<file path="src/rtl/sobel_pkg.sv">
// Shared definitions for the Sobel frame sequencer.
//   state_t              : frame sequencer states
//   ERR_LINE/GEOM/COUNT  : bit positions inside err_code
//   sobel_expected_count : number of outputs sobel_processor produces for
//                          a w x h frame. The 3x3 window loses two rows and
//                          one column of outputs.
package sobel_pkg;

   typedef enum logic [2:0] {
      IDLE,
      ARMED,
      ACTIVE,
      DRAIN,
      DONE
   } state_t;

   localparam int ERR_LINE  = 0;
   localparam int ERR_GEOM  = 1;
   localparam int ERR_COUNT = 2;

   function automatic int sobel_expected_count(input int w, input int h);
      return (h - 2) * (w - 1);
   endfunction

endpackage

</file>
<file path="src/rtl/sobel_geom_checker.sv">
// Frame geometry checker for the Sobel frame sequencer.
// Keeps a registered copy of the camera syncs for edge detection, counts
// pixels per line and lines per frame, and flags line-length and geometry
// errors.
//   clk, rst_n     : clock, synchronous active-low reset
//   hold           : abort in progress; counters and flags freeze
//   state          : current sequencer state
//   cam_vsync/href : raw camera syncs
//   vsync_rise     : cam_vsync rising edge (combinational)
//   href_fall      : cam_href falling edge (combinational)
//   rows_done      : IMG_HEIGHT lines seen in the current frame
//   err_line       : some line was not exactly IMG_WIDTH pixels
//   err_geom       : early vsync or href seen while draining
module sobel_geom_checker
   import sobel_pkg::*;
#(
   parameter int IMG_WIDTH  = 64,
   parameter int IMG_HEIGHT = 48
) (
   input  logic   clk,
   input  logic   rst_n,
   input  logic   hold,
   input  state_t state,
   input  logic   cam_vsync,
   input  logic   cam_href,
   output logic   vsync_rise,
   output logic   href_fall,
   output logic   rows_done,
   output logic   err_line,
   output logic   err_geom
);

   localparam int COL_W = $clog2(IMG_WIDTH + 2);
   localparam int ROW_W = $clog2(IMG_HEIGHT + 1);
   localparam logic [COL_W-1:0] COL_MAX  = COL_W'(IMG_WIDTH + 1);
   localparam logic [COL_W-1:0] COL_GOOD = COL_W'(IMG_WIDTH);
   localparam logic [ROW_W-1:0] ROW_LAST = ROW_W'(IMG_HEIGHT);

   logic             vsync_p0;
   logic             href_p0;
   logic [COL_W-1:0] col_cnt;
   logic [ROW_W-1:0] row_cnt;
   logic             frame_start;

   assign vsync_rise  = cam_vsync & ~vsync_p0;
   assign href_fall   = ~cam_href & href_p0;
   assign rows_done   = (row_cnt == ROW_LAST);
   assign frame_start = (state == ARMED) && vsync_rise && !hold;

   always_ff @(posedge clk) begin
      if (!rst_n) begin
         vsync_p0 <= 1'b0;
         href_p0  <= 1'b0;
         col_cnt  <= '0;
         row_cnt  <= '0;
         err_line <= 1'b0;
         err_geom <= 1'b0;
      end else begin
         // stage p0: registered copy of the camera syncs
         vsync_p0 <= cam_vsync;
         href_p0  <= cam_href;
         if (frame_start) begin
            col_cnt  <= '0;
            row_cnt  <= '0;
            err_line <= 1'b0;
            err_geom <= 1'b0;
         end else if (!hold) begin
            if (state == ACTIVE) begin
               // Saturating one past the nominal width still marks an
               // over-long line as wrong without wrapping back to a match.
               if (cam_href && col_cnt != COL_MAX)
                  col_cnt <= col_cnt + 1'b1;
               if (href_fall && !rows_done) begin
                  if (col_cnt != COL_GOOD)
                     err_line <= 1'b1;
                  row_cnt <= row_cnt + 1'b1;
                  col_cnt <= '0;
               end
               if (vsync_rise && !rows_done)
                  err_geom <= 1'b1;
            end
            if (state == DRAIN && cam_href)
               err_geom <= 1'b1;
         end
      end
   end

endmodule

</file>
<file path="src/rtl/sobel_frame_ctrl.sv">
// Frame sequencer between the camera capture port and sobel_processor.
// Arms on request, starts on a camera vsync rising edge, forwards the pixel
// stream with one register stage, latches the Sobel mode per frame, and
// reports per-frame done/error status.
//   clk, rst_n              : clock, synchronous active-low reset
//   start, abort            : arm for next frame / return to IDLE at once
//   continuous              : re-arm after each frame
//   enable_req              : requested Sobel mode, latched at frame start
//   cam_vsync/href/pixel    : camera input (RGB565)
//   proc_vsync/href/pixel   : registered stream to sobel_processor
//   proc_sobel_enable       : Sobel mode latched for the current frame
//   proc_valid              : sobel_processor output strobe
//   busy                    : sequencer not IDLE
//   frame_done, frame_err   : one-cycle end-of-frame pulses
//   err_code                : {count, geometry, line-length} errors
//   out_count, frame_count  : outputs this frame / completed frames
module sobel_frame_ctrl
   import sobel_pkg::*;
#(
   parameter int IMG_WIDTH     = 64,
   parameter int IMG_HEIGHT    = 48,
   parameter int DRAIN_TIMEOUT = 256,
   parameter int CNT_W         = 16
) (
   input  logic             clk,
   input  logic             rst_n,
   input  logic             start,
   input  logic             abort,
   input  logic             continuous,
   input  logic             enable_req,
   input  logic             cam_vsync,
   input  logic             cam_href,
   input  logic [15:0]      cam_pixel,
   output logic             proc_vsync,
   output logic             proc_href,
   output logic [15:0]      proc_pixel,
   output logic             proc_sobel_enable,
   input  logic             proc_valid,
   output logic             busy,
   output logic             frame_done,
   output logic             frame_err,
   output logic [2:0]       err_code,
   output logic [CNT_W-1:0] out_count,
   output logic [CNT_W-1:0] frame_count
);

   localparam int EXPECTED = sobel_expected_count(IMG_WIDTH, IMG_HEIGHT);
   localparam logic [CNT_W-1:0] EXP_CNT = CNT_W'(EXPECTED);
   localparam int TMR_W = $clog2(DRAIN_TIMEOUT + 1);
   localparam logic [TMR_W-1:0] TMR_END = TMR_W'(DRAIN_TIMEOUT);

   state_t           state;
   state_t           state_nxt;
   logic             vsync_rise;
   logic             href_fall;
   logic             rows_done;
   logic             err_line;
   logic             err_geom;
   logic             err_cnt;
   logic             count_bad;
   logic             frame_start;
   logic             counting;
   logic [TMR_W-1:0] drain_tmr;

   sobel_geom_checker #(
      .IMG_WIDTH  (IMG_WIDTH),
      .IMG_HEIGHT (IMG_HEIGHT)
   ) u_geom (
      .clk        (clk),
      .rst_n      (rst_n),
      .hold       (abort),
      .state      (state),
      .cam_vsync  (cam_vsync),
      .cam_href   (cam_href),
      .vsync_rise (vsync_rise),
      .href_fall  (href_fall),
      .rows_done  (rows_done),
      .err_line   (err_line),
      .err_geom   (err_geom)
   );

   assign frame_start = (state == ARMED) && vsync_rise && !abort;
   assign counting    = (state == ACTIVE) || (state == DRAIN) || (state == DONE);
   // A frame cut short by an early vsync is already a geometry error; its
   // output count is meaningless, so the count check only applies to frames
   // that delivered every line.
   assign count_bad   = rows_done && (out_count != EXP_CNT);

   always_ff @(posedge clk) begin
      if (!rst_n)
         state <= IDLE;
      else
         state <= state_nxt;
   end

   always_comb begin
      state_nxt = state;
      case (state)
         IDLE:    if (start) state_nxt = ARMED;
         ARMED:   if (vsync_rise) state_nxt = ACTIVE;
         ACTIVE: begin
            if (rows_done)
               state_nxt = DRAIN;
            else if (vsync_rise)
               state_nxt = DONE;
         end
         DRAIN:   if (out_count == EXP_CNT || drain_tmr == TMR_END) state_nxt = DONE;
         DONE:    state_nxt = continuous ? ARMED : IDLE;
         default: state_nxt = IDLE;
      endcase
      if (abort)
         state_nxt = IDLE;
   end

   always_ff @(posedge clk) begin
      if (!rst_n) begin
         proc_pixel        <= '0;
         proc_href         <= 1'b0;
         proc_vsync        <= 1'b0;
         proc_sobel_enable <= 1'b0;
         out_count         <= '0;
         frame_count       <= '0;
         err_cnt           <= 1'b0;
         drain_tmr         <= '0;
      end else begin
         // stage p0: forwarded stream
         proc_pixel <= cam_pixel;
         proc_href  <= !abort && (state == ACTIVE) && cam_href;
         proc_vsync <= !abort && ((state == ARMED) || (state == ACTIVE)) && cam_vsync;
         if (!abort) begin
            if (frame_start) begin
               proc_sobel_enable <= enable_req;
               out_count         <= '0;
               err_cnt           <= 1'b0;
            end else if (proc_valid && counting && out_count != '1) begin
               out_count <= out_count + 1'b1;
            end
            if (state == DRAIN)
               drain_tmr <= proc_valid ? '0 : drain_tmr + 1'b1;
            else
               drain_tmr <= '0;
            if (state == DONE) begin
               err_cnt     <= count_bad;
               frame_count <= frame_count + 1'b1;
            end
         end
      end
   end

   // The count bit is live during DONE and held afterwards until the next
   // frame start, so err_code is valid alongside frame_done.
   always_comb begin
      err_code            = '0;
      err_code[ERR_LINE]  = err_line;
      err_code[ERR_GEOM]  = err_geom;
      err_code[ERR_COUNT] = (state == DONE) ? count_bad : err_cnt;
   end

   assign busy       = (state != IDLE);
   assign frame_done = (state == DONE) && !abort;
   assign frame_err  = frame_done && (|err_code);

endmodule

</file>
<file path="config.mk">
export PLATFORM = sky130hd
export DESIGN_NAME = sobel_frame_ctrl
export DESIGN_NICKNAME = d
export VERILOG_FILES = /design/src/rtl/sobel_pkg.sv /design/src/rtl/sobel_geom_checker.sv /design/src/rtl/sobel_frame_ctrl.sv
export SDC_FILE = /design/constraint.sdc
export NUM_CORES = 1
export LEC_CHECK = 0
export BUFFER_PORTS_ARGS = -buffer_cell sky130_fd_sc_hd__buf_2
export CORE_MARGIN = 2
export CORE_UTILIZATION = 54
export CTS_CLUSTER_DIAMETER = 50
export DETAILED_ROUTE_END_ITERATION = 8
export GPL_TIMING_DRIVEN = 0
export HOLD_SLACK_MARGIN = 0.03
export PLACE_DENSITY = 0.76
export SLEW_MARGIN = 30
export SYNTH_ARGS = -nofsm -noshare
export SYNTH_HDL_FRONTEND = slang
export SYNTH_SLANG_ARGS = --single-unit
</file>
<file path="constraint.sdc">
create_clock -name clk -period 2.2 [get_ports clk]
set_clock_uncertainty 0.1 [all_clocks]
set_input_delay 0 -clock clk [delete_from_list [all_inputs] [get_ports clk]]
set_output_delay 0 -clock clk [all_outputs]
set_load 0.01 [all_outputs]
</file>
== After elaboration in Yosys (flattened, before gate mapping) ==
Index checks and enable logic that the tools add are counted.

* Add/sub/neg operators: 5
* Multipliers: 0
* Div/mod/pow operators: 0
* Order comparisons: 0
* Equal/unequal tests: 15
* Shifts and indexed selects: 0
* Mux-type cells: 19
* Bitwise logic cells: 6
* Reductions and logical operators: 40

{| class="wikitable"
|+ Operators by type and width
! kind !! number
|-
| 16-bit by 1-bit adder with 16-bit output (second input constant) || 2
|-
| 16-bit two-way mux || 2
|-
| 9-bit two-way mux || 2
|-
| 16-bit by 12-bit == test with 1-bit output (second input constant) || 1
|-
| 16-bit by 12-bit inequality test with 1-bit output (second input constant) || 1
|-
| 16-bit inequality test (second input constant) || 1
|-
| 1-bit logical AND || 15
|-
| 3-bit two-way mux || 5
|-
| 3-bit one-hot mux with 5 select lines || 1
|-
| 7-bit two-way mux || 2
|-
| 7-bit inequality test (second input constant) || 2
|-
| 2-bit nonzero test || 5
|-
| 9-bit by 1-bit adder with 9-bit output (second input constant) || 1
|-
| 9-bit == test (second input constant) || 1
|-
| 3-bit AND reduction || 3
|-
| 2-bit AND reduction || 4
|-
| 4-bit AND reduction || 2
|-
| 7-bit by 1-bit adder with 7-bit output (second input constant) || 1
|-
| 1-bit two-way mux || 7
|-
| 6-bit by 1-bit adder with 6-bit output (second input constant) || 1
|-
| 3-bit by 2-bit == test with 1-bit output (second input constant) || 2
|-
| 6-bit == test (second input constant) || 1
|-
| 1-bit logical OR || 4
|-
| 2-bit inequality test (second input constant) || 2
|-
| 11 further kinds || 17
|}

* Register bits after elaboration: 81
* Latch bits: 0
* Bits in writable memories: 0
* Bits in read-only memories: 0
* Memories kept: 0

== Depth between registers and ports, before layout ==
* Depth in word-level cells: 7
* Depth in mapped cells: 8
* Gate-level depth less buffers: 7

== By module ==
Synthesis repeated with hierarchy kept, for this count alone.

* Cells, all modules: 421
* Area total of the unflattened synthesis: 3,754.9 um^2

{| class="wikitable"
|+ Modules (own cells, without submodules)
! module !! instances !! cells an instance !! area an instance (um^2) !! seq. area each (um^2)
|-
| sobel_frame_ctrl || 1 || 315 || 2,854.0 || 1,281.2
|-
| sobel_geom_checker || 1 || 106 || 900.9 || 340.3
|}

== Least setup slack after synthesis ==
OpenSTA, ideal clock, no wires.

* Path kind: register -> register
* From: register state[0]
* To: register frame_count[12]
* Data arrival time: 1.708 ns
* Required time: 1.985 ns
* Path slack: 0.277 ns
* Cell stages (with the launch flop): 7
* Buffers on the path: 1
* Path through: dfxtp_1 or4b_1 buf_6 nor4_4 nand3_1 xnor2_1 and2_1

* Cells in the longest elaborated chain, start to end: 2

{| class="wikitable"
|+ RTL lines
! what !! RTL line !! RTL
|-
| from (decl) || sobel_frame_ctrl.sv:52 || <nowiki>state_t state;</nowiki>
|-
| from (signal assigned) || sobel_frame_ctrl.sv:93 || <nowiki>state <= state_nxt;</nowiki>
|-
| 3-bit == test || sobel_frame_ctrl.sv:142 || <nowiki>if (state == DONE) begin</nowiki>
|-
| 2-bit AND reduction (no source line) || -- ||
|-
| to (signal assigned) || sobel_frame_ctrl.sv:144 || <nowiki>frame_count <= frame_count + 1'b1;</nowiki>
|-
| to (decl) || sobel_frame_ctrl.sv:44 || <nowiki>output logic [CNT_W-1:0] frame_count</nowiki>
|}

No other way between the ends.
A chain may end at the register's enable or synchronous reset.

== Worst setup path after layout ==
* From: register out_count[0]
* To: register out_count[13]

* Cells in the longest elaborated chain, start to end: 4
* Elaborated cells between the ends (all ways): 7
* Those cells by class: add/sub (1); eq/ne (1); mux (2); reduce/logical (3)

{| class="wikitable"
|+ RTL lines
! what !! RTL line !! RTL
|-
| from (decl) || sobel_frame_ctrl.sv:43 || <nowiki>output logic [CNT_W-1:0] out_count,</nowiki>
|-
| from (signal assigned) || sobel_frame_ctrl.sv:136 || <nowiki>out_count <= out_count + 1'b1;</nowiki>
|-
| branches (longest 4 deep; another with 16-bit by 1-bit adder with 16-bit output) || -- ||
|}

Parallel ways; which one is timed is not known. The select of a mux whose other input is x is not followed.

==> flow_summary.yaml <==
outcome:
  status: "finished clean"
floorplanning:
  start_util: 0.553
  die_h_um: 87.2
  io_pins: 82
  die_area_um2: 7600
  dieWidth_um: 87.2
  core_area_um2: 6760
  rows: 30
cells_and_area:
  n_antenna_cell: 0
  areaGrowthSynthToFinish_pct: 27.2
  fillers: 510
  nets: 560
  drive_gt1_frac: 0.228
  final_common_cell: "buf_2"
  most-common-layout-cells: "buf_2, dfxtp_1, nor2_1"
timing:
  max_freq_mhz: 477
  holdWs_ps: 55.8
  rsz0062_at_grt: "yes"
  max_slew_margin: 0.610
  drv_slew: 0
  finalHoldViolCount: 0
  fin_crit_sh: 0.952
  period_minus_slack_ps: 2090
  finalSetupViolations: 0
  tightestPinTransition_ps: 581
  fin_tns_setup_ps: 0
  setup_slack_ps: 105
placement:
  hpwl_um: 5830
  portBuffers: 81
  routabilityCongestion: 0.870
  place_ws_ps: 77.3
grt:
  grt_max_degree: 15
  antenna_found_initial: 0
  grtUsageTotal: 0.234
  met3_usage: 0.0389
  grt_pass1_vias: 3043
  grt_pass1_wl_um: 14200
  grtUsageMet1: 0.302
  use_met2: 0.389
  overflow: 0
  grt-busiest-layer: "met2"
synthesis:
  synth.distinct_cells: 61
  async_flop_share: 0
  synth_flop_cell: "dfxtp_1"
  ys_seq_elements: 81
  synth_edf_count: 0
  synth-seq-area-share: 0.434
  syn_nets: 443
  synth_area_um2: 3730
  synth_warnings: 0
  synth.avg_cell_area_um2: 9.15
  synthCells: 408
critical_path:
  critPathCaptureType: "flip-flop"
  rrSetupSlack_ps: 110
  path_max_fanout: 6
  critPathKind: "flip-flop to flip-flop"
  timing.rr.end: "out_count[13]"
  required_ps: 2340
  start_kind: "flip-flop"
  r2r_cells: 7
  cp.arrival_ps: 2230
  r2r-start: "out_count[0]"
pwr:
  power.density_nw_per_um2: 631
  vdd_drop_max_v: 0.000394
  power_mw: 3.00
  p_leak_nw: 2.05
cts:
  cts_tree: "yes"
  clock_sinks: 81
  clkLatencyLatePin_ps: 350
  cts_buffer_depth: 2
  clk_pin_slew_ps: 90
  htree_levels: 3
  cts_made_buffers: 9
  root_buffer: "clkbuf_8"
detailed_routing:
  initialDrtViolationCount: 166
  viasPerCell: 5.44
  antenna_left: 0
  avgRoutedWirePerCell_um: 14.4
  drt-pass1-iter-count: 4
  drt_wl_total_um: 8780
  drc: 0
  route.vias.total: 3321
min_path:
  hold_end: "drain_tmr[1]"
  min_from: "proc_valid"
  min_path_type: "input port to flip-flop"
  holdPathStages: 5
job:
  max_cap_viol_count: 0
## per-stage QoR
stage          utilization  instance area (um2)  cells
2_1_floorplan            -                 3730    408
3_3_place_gp         0.627                 4240    569
3_5_place_dp         0.627                 4240    569
4_1_cts              0.699                 4720    608
5_1_grt              0.703                 4750    610
6_report             0.703                 4750    610
## worst max path at each step
stage | startpoint | endpoint | cells past startpoint
final | out_count[0] | out_count[13] | 7
after global routing | out_count[0] | out_count[13] | 7
after CTS | state[0] | out_count[3] | 6
after detailed placement | state[0] | out_count[3] | 6
after global placement | state[0] | out_count[12] | 6
after floorplan | state[0] | frame_count[12] | 6
## worst max-delay path, cell delays in order (launching register included)
cell and delay [ps]:
dfxtp_1 470, ha_1 210, and3_1 230, and4_1 200
clkbuf_1 290, nor3b_2 110, a31o_2 250, nor3b_1 130
## state kept, by name, indices dropped and copies added, names as in the netlist
register and count:
drain_tmr 9, err_cnt 1, frame_count 16, out_count 16, proc_href 1, proc_pixel 16, proc_sobel_enable 1, proc_vsync 1
state 3, u_geom.col_cnt 7, u_geom.err_geom 1, u_geom.err_line 1, u_geom.href_p0 1, u_geom.row_cnt 6, u_geom.vsync_p0 1
## layout make-up
class,instances,area (um2),area share
Multi-Input combinational cell,298,1990,0.418
Sequential cell,81,1620,0.341
Timing Repair Buffer,106,651,0.137
Clock buffer,10,138,0.0290
Clock inverter,6,115,0.0242
Tap cell,80,100,0.0211
Buffer,16,91.3,0.0192
Inverter,13,48.8,0.0103
## cell families after synthesis
logic type / Yosys count / share of synthesized area
compound gates: 47 / 0.0868
xor+xnor: 42 / 0.0985
fa+ha+maj: 10 / 0.0335
buf+inv: 29 / 0.0372
flops: 81 / 0.434
mux: 2 / 0.00536
simple gates: 197 / 0.304
## layer usage
metal / share of wire / routed length [um]
met5: 0 / 0
met4: 0.020 / 172
met3: 0.054 / 471
met2: 0.48 / 4250
met1: 0.44 / 3890
## where the power goes
part / internal, mW / switching, mW
clock network: 0.789 / 0.550
logic: 0.0826 / 0.0827
registers: 1.48 / 0.00860
## cells in the mapped netlist (all sizes together) (6+ instances only)
cell type	instances	area [um2]
a21oi	12	60.1
and2	32	200
and4	6	52.6
buf	9	63.8
clkbuf	7	26.3
dfxtp	81	1620
ha	10	125
inv	13	48.8
nand2	26	97.6
nand3	10	50.1
nand4	15	93.8
nor2	48	190
nor2b	9	56.3
nor3	6	30.0
nor3b	6	50.1
o21ai	12	60.1
xnor2	23	201
xor2	19	166
## repair_timing
| action | in CTS | in global routing |
|---|---|---|
| buffers inserted | 0 | 2 |
| hold buffers | 23 | 0 |
| setup endpoints to repair | 0 | 25 |
| endpoints found under the hold margin | 27 | 0 |
| resized for setup | 0 | 4 |
No activity file was read; power rests on OpenSTA's default activity.
